`src/rtl/free_list_rrat_pkg.sv`:
```
// Shared widths and types for the physical-register free list and retirement RAT.
package free_list_rrat_pkg;

    localparam int REGS     = 32;               // architectural registers
    localparam int PRF      = 64;               // physical registers
    localparam int FLN      = PRF - REGS;       // free-list depth (power of two)
    localparam int PRN_W    = $clog2(PRF);
    localparam int ARN_W    = 5;
    localparam int FL_IDX_W = $clog2(FLN);      // slot index into the free list
    localparam int FL_PTR_W = FL_IDX_W + 1;     // slot index plus wrap bit

    typedef logic [PRN_W-1:0]    prn_t;
    typedef logic [ARN_W-1:0]    arn_t;
    typedef logic [FL_PTR_W-1:0] fl_ptr_t;

endpackage

```
`src/rtl/free_list_rrat_old_prn_fwd.sv`:
```
// Per-lane lookup of the PRN superseded by each commit lane. A younger lane
// that writes the same ARN as an older lane in the same group supersedes the
// older lane's PRN, not the stale RRAT entry. ARN 0 frees its own PRN.
module old_prn_fwd
    import free_list_rrat_pkg::*;
#(
    parameter int WAYS = 2
)
(
    input  logic [WAYS-1:0]       commit_valid,
    input  logic [WAYS*ARN_W-1:0] commit_ARN,
    input  logic [WAYS*PRN_W-1:0] commit_PRN,
    input  prn_t                  rrat_prn [WAYS],
    output prn_t                  old_prn  [WAYS]
);

    genvar gi;
    generate
        for (gi = 0; gi < WAYS; gi++) begin : g_lane
            arn_t lane_arn;
            prn_t lane_old;

            assign lane_arn = commit_ARN[gi*ARN_W +: ARN_W];

            // Resolve the old mapping: RRAT, overridden by the youngest older same-ARN lane.
            always_comb begin
                lane_old = rrat_prn[gi];
                for (int j = 0; j < gi; j++) begin
                    if (commit_valid[j] && (commit_ARN[j*ARN_W +: ARN_W] == lane_arn)) begin
                        lane_old = commit_PRN[j*PRN_W +: PRN_W];
                    end
                end
                if (lane_arn == '0) begin
                    lane_old = commit_PRN[gi*PRN_W +: PRN_W];
                end
                if (!commit_valid[gi]) begin
                    lane_old = '0;
                end
            end

            assign old_prn[gi] = lane_old;
        end
    endgenerate

endmodule

```
`src/rtl/free_list_rrat.sv`:
```
// Circular free list of physical registers plus the retirement RAT. Dispatch
// pops from head, commit pushes superseded PRNs at tail, and rhead tracks the
// retirement point so a flush can rewind head and reclaim in-flight PRNs.
module free_list_rrat
    import free_list_rrat_pkg::*;
#(
    parameter int WAYS = 2
)
(
    input  logic                  clock,
    input  logic                  reset,
    input  logic [WAYS-1:0]       alloc_req,
    output logic [WAYS*PRN_W-1:0] alloc_PRN,
    output logic [WAYS-1:0]       alloc_gnt,
    output logic [FL_PTR_W-1:0]   num_free,
    input  logic [WAYS-1:0]       commit_valid,
    input  logic [WAYS*ARN_W-1:0] commit_ARN,
    input  logic [WAYS*PRN_W-1:0] commit_PRN,
    input  logic                  proc_nuke,
    output logic [REGS*PRN_W-1:0] rrat_map
);

    prn_t    fl_mem   [FLN];
    prn_t    rrat_reg [REGS];
    fl_ptr_t head_reg, tail_reg, rhead_reg, num_free_reg;
    fl_ptr_t head_next, tail_next, rhead_next, num_free_next;
    fl_ptr_t alloc_cnt, commit_cnt;

    prn_t                rrat_rd    [WAYS];
    prn_t                old_prn    [WAYS];
    logic [FL_IDX_W-1:0] commit_idx [WAYS];

    genvar gi;
    generate
        for (gi = 0; gi < WAYS; gi++) begin : g_lane
            logic [FL_IDX_W-1:0] rd_idx;
            arn_t                lane_arn;

            assign rd_idx   = head_reg[FL_IDX_W-1:0] + FL_IDX_W'(gi);
            assign lane_arn = commit_ARN[gi*ARN_W +: ARN_W];
            assign rrat_rd[gi] = rrat_reg[lane_arn];

            // Lane gi is offered the gi-th free PRN; granted only if that many are free.
            assign alloc_PRN[gi*PRN_W +: PRN_W] = fl_mem[rd_idx];
            assign alloc_gnt[gi] = alloc_req[gi] && (fl_ptr_t'(gi) < num_free_reg)
                                   && !proc_nuke && reset;
        end

        for (gi = 0; gi < REGS; gi++) begin : g_map
            assign rrat_map[gi*PRN_W +: PRN_W] = rrat_reg[gi];
        end
    endgenerate

    old_prn_fwd #(.WAYS(WAYS)) u_old_prn_fwd (
        .commit_valid (commit_valid),
        .commit_ARN   (commit_ARN),
        .commit_PRN   (commit_PRN),
        .rrat_prn     (rrat_rd),
        .old_prn      (old_prn)
    );

    assign num_free = num_free_reg;

    // Count grants/commits and give each committing lane its slot behind tail.
    always_comb begin
        alloc_cnt  = '0;
        commit_cnt = '0;
        for (int i = 0; i < WAYS; i++) begin
            commit_idx[i] = tail_reg[FL_IDX_W-1:0] + commit_cnt[FL_IDX_W-1:0];
            alloc_cnt     = alloc_cnt  + fl_ptr_t'(alloc_gnt[i]);
            commit_cnt    = commit_cnt + fl_ptr_t'(commit_valid[i]);
        end
        tail_next     = tail_reg  + commit_cnt;
        rhead_next    = rhead_reg + commit_cnt;
        head_next     = proc_nuke ? rhead_next : (head_reg + alloc_cnt);
        num_free_next = tail_next - head_next;
    end

    // Pointer and free-count registers; a flush rewinds head to the retirement point.
    always_ff @(posedge clock) begin
        if (!reset) begin
            head_reg     <= '0;
            rhead_reg    <= '0;
            tail_reg     <= fl_ptr_t'(FLN);
            num_free_reg <= fl_ptr_t'(FLN);
        end else begin
            head_reg     <= head_next;
            rhead_reg    <= rhead_next;
            tail_reg     <= tail_next;
            num_free_reg <= num_free_next;
        end
    end

    // Free-list storage: preload with the non-architectural PRNs, then append freed PRNs.
    always_ff @(posedge clock) begin
        if (!reset) begin
            for (int k = 0; k < FLN; k++) begin
                fl_mem[k] <= prn_t'(REGS + k);
            end
        end else begin
            for (int i = 0; i < WAYS; i++) begin
                if (commit_valid[i]) begin
                    fl_mem[commit_idx[i]] <= old_prn[i];
                end
            end
        end
    end

    // Retirement map: identity at reset; later lanes overwrite earlier ones for the same ARN.
    always_ff @(posedge clock) begin
        if (!reset) begin
            for (int k = 0; k < REGS; k++) begin
                rrat_reg[k] <= prn_t'(k);
            end
        end else begin
            for (int i = 0; i < WAYS; i++) begin
                if (commit_valid[i] && (commit_ARN[i*ARN_W +: ARN_W] != '0)) begin
                    rrat_reg[commit_ARN[i*ARN_W +: ARN_W]] <= commit_PRN[i*PRN_W +: PRN_W];
                end
            end
        end
    end

endmodule
```
`config.mk`:
```
export PLATFORM = sky130hd
export DESIGN_NAME = free_list_rrat
export DESIGN_NICKNAME = d
export VERILOG_FILES = /design/src/rtl/free_list_rrat_pkg.sv /design/src/rtl/free_list_rrat_old_prn_fwd.sv /design/src/rtl/free_list_rrat.sv
export SDC_FILE = /design/constraint.sdc
export NUM_CORES = 1
export LEC_CHECK = 0
export CAP_MARGIN = 20
export CORE_ASPECT_RATIO = 1.4
export CORE_UTILIZATION = 59
export CTS_CLUSTER_SIZE = 12
export DETAILED_ROUTE_END_ITERATION = 16
export PLACE_DENSITY = 0.89
export SLEW_MARGIN = 15
export SYNTH_ARGS = -nofsm -noshare
export SYNTH_HDL_FRONTEND = slang
export SYNTH_HIERARCHICAL = 1
export SYNTH_SLANG_ARGS = --single-unit
```
`constraint.sdc`:
```
create_clock -name clock -period 4.41 [get_ports clock]
set_input_delay 0.882 -clock clock [delete_from_list [all_inputs] [get_ports clock]]
set_output_delay 0.882 -clock clock [all_outputs]
set_load 0.03 [all_outputs]
```
# == Word level (Yosys, flattened, before mapping) ==
# Memory sizes are Yosys's and may differ from the RTL's. A register that Yosys moved wholly into a read port is not among the register bits.
# Index checks and enable logic that the tools add are counted.
# word_totals
ff_bits,24
ram_bits,384
input_bits,29
output_inout_bits,212
word_cells,67
memories,2
# classes
n_addsub,8
magnitude_cmp,2
n_eq_ne,1
mux,32
reduce_logical,18
# mem_list
memory,depth,width,read_ports,rd_ports_with_merged_regs,wr,line,text
fl_mem,32,6,2,1,32,free_list_rrat.sv:23,prn_t fl_mem [FLN];
rrat_reg,32,6,34,0,32,free_list_rrat.sv:24,prn_t rrat_reg [REGS];
# op_table
cell,n
$mux W6,10
$mux W5,5
$reduce_or A6 Y1,4
$add A6 B2 Y6,3
$mux W1,17
$lt A1 B6 Y1 const A,2
$logic_not A5 Y1,2
$reduce_bool A5 Y1,2
$logic_and A1 B1 Y1,9
$sub A6 B6 Y6,1
$add A5 B1 Y5,1
$add A5 B1 Y5 const B,1
$eq A5 B5 Y1,1
$add A1 B1 Y2,2
$logic_not A1 Y1,1

# == Logic depth before layout (Yosys ltp) ==
# depth
ltp_word,8
ltp_mapped,17
mapped_depth_nobuf,14

# == Cells and area by module ==
# Netlist, hierarchy kept.
# modules_own_cells
mod,n_inst,cells_per_inst,area_per_inst_um2
free_list_rrat,1,2083,24674.9
old_prn_fwd,1,54,374.1

# == Worst setup path after synthesis ==
# No wires, ideal clock.
# synth_timing
path_type,input port to flip-flop
start,input port reset
end,register num_free_reg[5] (netlist: num_free[5])
setup_time_ns,0.122
t_arrival_ns,3.753
path_slack_ns,0.535
stages,16
cell_sequence,buf_2 clkbuf_1 inv_1 clkbuf_1 nor2_1 o211ai_1 fa_1 inv_1 ha_1 mux2i_1 ha_1 a21o_1 a21o_1 nand3_1 and3_1 mux2i_1
# synth_via
elab_chain_cells,5
elab_cells_between_ends,6
# synth_lines
item,line,text
from (decl),free_list_rrat.sv:11,"input logic reset,"
$logic_and A1 B1 Y1,free_list_rrat.sv:46,&& !proc_nuke && reset;
$add A1 B1 Y2,free_list_rrat.sv:70,alloc_cnt = alloc_cnt + fl_ptr_t'(alloc_gnt[i]);
$add A6 B2 Y6,free_list_rrat.sv:75,head_next = proc_nuke ? rhead_next : (head_reg + alloc_cnt);
$mux W6,free_list_rrat.sv:75,
$sub A6 B6 Y6,free_list_rrat.sv:76,num_free_next = tail_next - head_next;
to (signal assigned),free_list_rrat.sv:85,num_free_reg <= fl_ptr_t'(FLN);
to (signal assigned),free_list_rrat.sv:90,num_free_reg <= num_free_next;
to (decl),free_list_rrat.sv:25,"fl_ptr_t head_reg, tail_reg, rhead_reg, num_free_reg;"
# Several ways; a longest one is shown, not always the timed one.
# A chain may end at the register's enable or synchronous reset.

# == Worst setup path in the final report ==
# layout_timing
start,register head_reg[0]
end,output port alloc_PRN[7]
# layout_via
elab_chain_cells,2
# layout_lines
item,line,text
from (decl),free_list_rrat.sv:25,
from (signal assigned),free_list_rrat.sv:87,head_reg <= head_next;
$add A5 B1 Y5,free_list_rrat.sv:39,assign rd_idx = head_reg[FL_IDX_W-1:0] + FL_IDX_W'(gi);
$mem_v2 Z32 W6,n/a,
to (decl),free_list_rrat.sv:13,"output logic [WAYS*PRN_W-1:0] alloc_PRN,"
# Every way passes these cells.

==> impl_metrics.json <==
{
  "run_status": "complete, no violations",
  "clkSinkCount": 408,
  "synth_flop_cell": "edfxtp_1",
  "maxCapViolCount": 0,
  "place.port_buffers": 240,
  "first_pass_iters": 7,
  "leakagePower_nw": 9.56,
  "crit_path_max_fanout": 48,
  "layout_min_cycle_time_ps": 4280,
  "cp_top_family": "multiplexers",
  "post_synth_inst_count": 2137,
  "area_growth_pct": 18.1,
  "netlist_top_cells_count": "384 x edfxtp_1, 253 x nor2_1, 216 x mux4_2",
  "clock_skew_ps": 24.8,
  "cts.root.buffer_cell": "clkbuf_16",
  "slew_viol_final": 0,
  "worst-path-buf-inv": 2,
  "die_area_um2": 43300,
  "postRouteWirelength_um": 98200,
  "synth_area_leaders": "edfxtp_1 46%, mux4_2 19%, nor2_1 3.8%",
  "globalRouteMet1Util_pct": 49.4,
  "grt_use_met2_pct": 73.8,
  "maxSlewHeadroom_pct": 25.1,
  "clkSlewWorstSetupHoldPaths_ps": 60,
  "busiest_layer": "met2",
  "routabilityCongestion": 1.10,
  "ctsLongestPathBuffers": 3,
  "worst_hold_margin_ps": 521,
  "postCtsSetupBuffers": 0,
  "timing.critical_path.cells": "ha_1 -> buf_12 -> mux4_2 -> mux4_2 -> mux2_2 -> clkdlybuf4s50_1",
  "power.density_nw_per_um2": 356,
  "min_path_type": "reg2reg",
  "top_level_i_o_count": 241,
  "worstSetupEndpointType": "output pin",
  "drtIter0Drc": 4126,
  "via_count_of_the_first_global_routing_pass": 21900,
  "initial_core_utilization_pct": 59.7,
  "grt_pass1_wl_um": 143000,
  "synth.top_cell.area_share_pct": 46.0,
  "synth_area_per_cell_um2": 11.7,
  "ctsHtreeMaxLevel": 2,
  "antenna_violating_nets_post_route": 0,
  "grt_use_met3_pct": 14.0,
  "synth-edff-count": 384,
  "route.detailed.wl_per_inst_um": 33.5,
  "setup_tns_final_ps": 0,
  "worstSetupPathType": "reg2out",
  "vias": 22300,
  "synth_most_common_cell": "edfxtp_1",
  "synth_top_cell_by_area": "edfxtp_1",
  "antenna_found_initial": 3,
  "cts_tree": "yes",
  "timing.critical_path.arrival_ps": 3390,
  "report.final.hold_viol_count": 0,
  "sequential_area_share_after_synthesis_pct": 48.0,
  "design.final.nets": 2410,
  "element_type_at_the_critical_path_start": "flop",
  "timing.critical_path.slowest_stage_cell": "clkdlybuf4s50_1",
  "crit_top_cell": "mux4_2",
  "async_reset_ff_share_pct": 0,
  "grtUsageTotal_pct": 46.1,
  "die-height_um": 246,
  "cts.hold.buffers_added": 0,
  "required_ps": 3530,
  "dp_hpwl_um": 69400,
  "least_margin_pin_slew_ps": 1120,
  "postSynthRegisterBits": 408,
  "ir_worst_vdd_v": 0.000315,
  "layout_worst_path_cycle_share_pct": 97.0,
  "synth.cell_area_um2": 25000,
  "rsz0062_at_grt": "no",
  "synth_cell_type_count": 57,
  "pin_count_of_the_biggest_net_entering_global_routing": 72,
  "crit_path_max_incr_delay_ps": 600,
  "clk-insertion-delay-late_ps": 570,
  "cts-buffers-inserted": 41,
  "finalSetupViolCount": 0,
  "synth_warn": 6,
  "drcViolationCount": 0,
  "final_layout_size_suffix_gt1_share_pct": 18.2,
  "number_of_standard_cell_rows_in_the_floorplan": 89,
  "chipWidth_um": 176,
  "vias_per_cell": 7.61,
  "coreArea_um2": 42000,
  "overflow_after_grt": 0,
  "clock.fmax_mhz": 234
}
stage by stage:
| step | util [%] | worst slack, ps | total power [mW] | std cells | instance area (um^2) |
|---|---|---|---|---|---|
| after global routing | 70.5 | 76.6 | 10.7 | 2926 | 29600 |
| after global placement | 67.8 | 443 | 7.24 | 2866 | 28400 |
| final | 70.5 | 134 | 10.5 | 2927 | 29600 |
| after floorplan | - | 535 | 6.21 | 2142 | 25100 |
| after CTS | 70.5 | 143 | 10.4 | 2926 | 29600 |
| after detailed placement | 67.8 | 356 | 7.28 | 2866 | 28400 |
final timing paths:
check / depth (start not counted) / to / startpoint / slack (ps)
worst max-delay path: 6 / alloc_PRN[7] / head_reg[0]$_SDFF_PN0_ / 130
worst min register to register: 2 / rhead_reg[5]$_SDFF_PN0_ / rhead_reg[5]$_SDFF_PN0_ / 520
worst max register to register: 8 / fl_mem[5][0]$_DFFE_PP_ / rrat_reg[7][0]$_DFFE_PP_ / 1220
worst min-delay path: 2 / rhead_reg[5]$_SDFF_PN0_ / rhead_reg[5]$_SDFF_PN0_ / 520
worst min-delay path, cell delays in order (launching register included):
cell     delay (ps)
dfxtp_1         330
xor2_1           80
nor2_1           80
power breakdown:
group | leakage, nW | switching (mW) | total [mW] | internal [mW]
combinational | 5.36 | 1.63 | 2.68 | 1.05
clock | 0.541 | 1.46 | 3.21 | 1.75
sequential | 3.67 | 0.204 | 4.64 | 4.43
layout make-up:
cell class / instances / area (um^2)
multi-input combinational: 1501 / 12100
sequential: 408 / 12000
fill: 2814 / 12400
clock buffer: 55 / 1080
clock inverter: 5 / 48.8
antenna: 1 / 2.50
tap: 546 / 683
timing repair buffer: 378 / 3530
inverter: 33 / 124
cells in the final DEF, fill, tap and decap left out, types with 26 or more instances in the layout:
| cell | netlist | layout |
|---|---|---|
| o31ai_1 | 29 | 29 |
| nand3_1 | 88 | 88 |
| clkbuf_16 | 0 | 41 |
| clkdlybuf4s50_1 | 0 | 235 |
| inv_1 | 28 | 28 |
| nand2_1 | 193 | 193 |
| edfxtp_1 | 384 | 384 |
| a22oi_1 | 49 | 49 |
| nor2_1 | 253 | 253 |
| a22o_1 | 95 | 95 |
| nand4_1 | 26 | 26 |
| nor3_1 | 92 | 92 |
| mux4_2 | 216 | 216 |
| a21oi_1 | 168 | 168 |
| buf_4 | 9 | 130 |
| o21ai_1 | 51 | 51 |
routing by layer:
layer / share of wire (%) / up-vias
met1: 27 / 10300
met5: 0.0041 / -
met2: 46 / 2394
li1: - / 8785
met4: 12 / 2
met3: 15 / 736
timing repair:
item                                    CTS  global route
endpoints found under the setup margin    0             1
hold endpoints to repair                  0             0
gates resized for setup                   0             1
logic make-up after synthesis:
logic type | share of synthesized area [%]
fa+ha+maj | 1.02
buf+inv | 3.90
flops | 48.0
simple gates | 13.6
compound gates | 12.3
other cells | 0.0150
mux | 20.4
xor+xnor | 0.909
No activity file was read; power rests on OpenSTA's default activity.
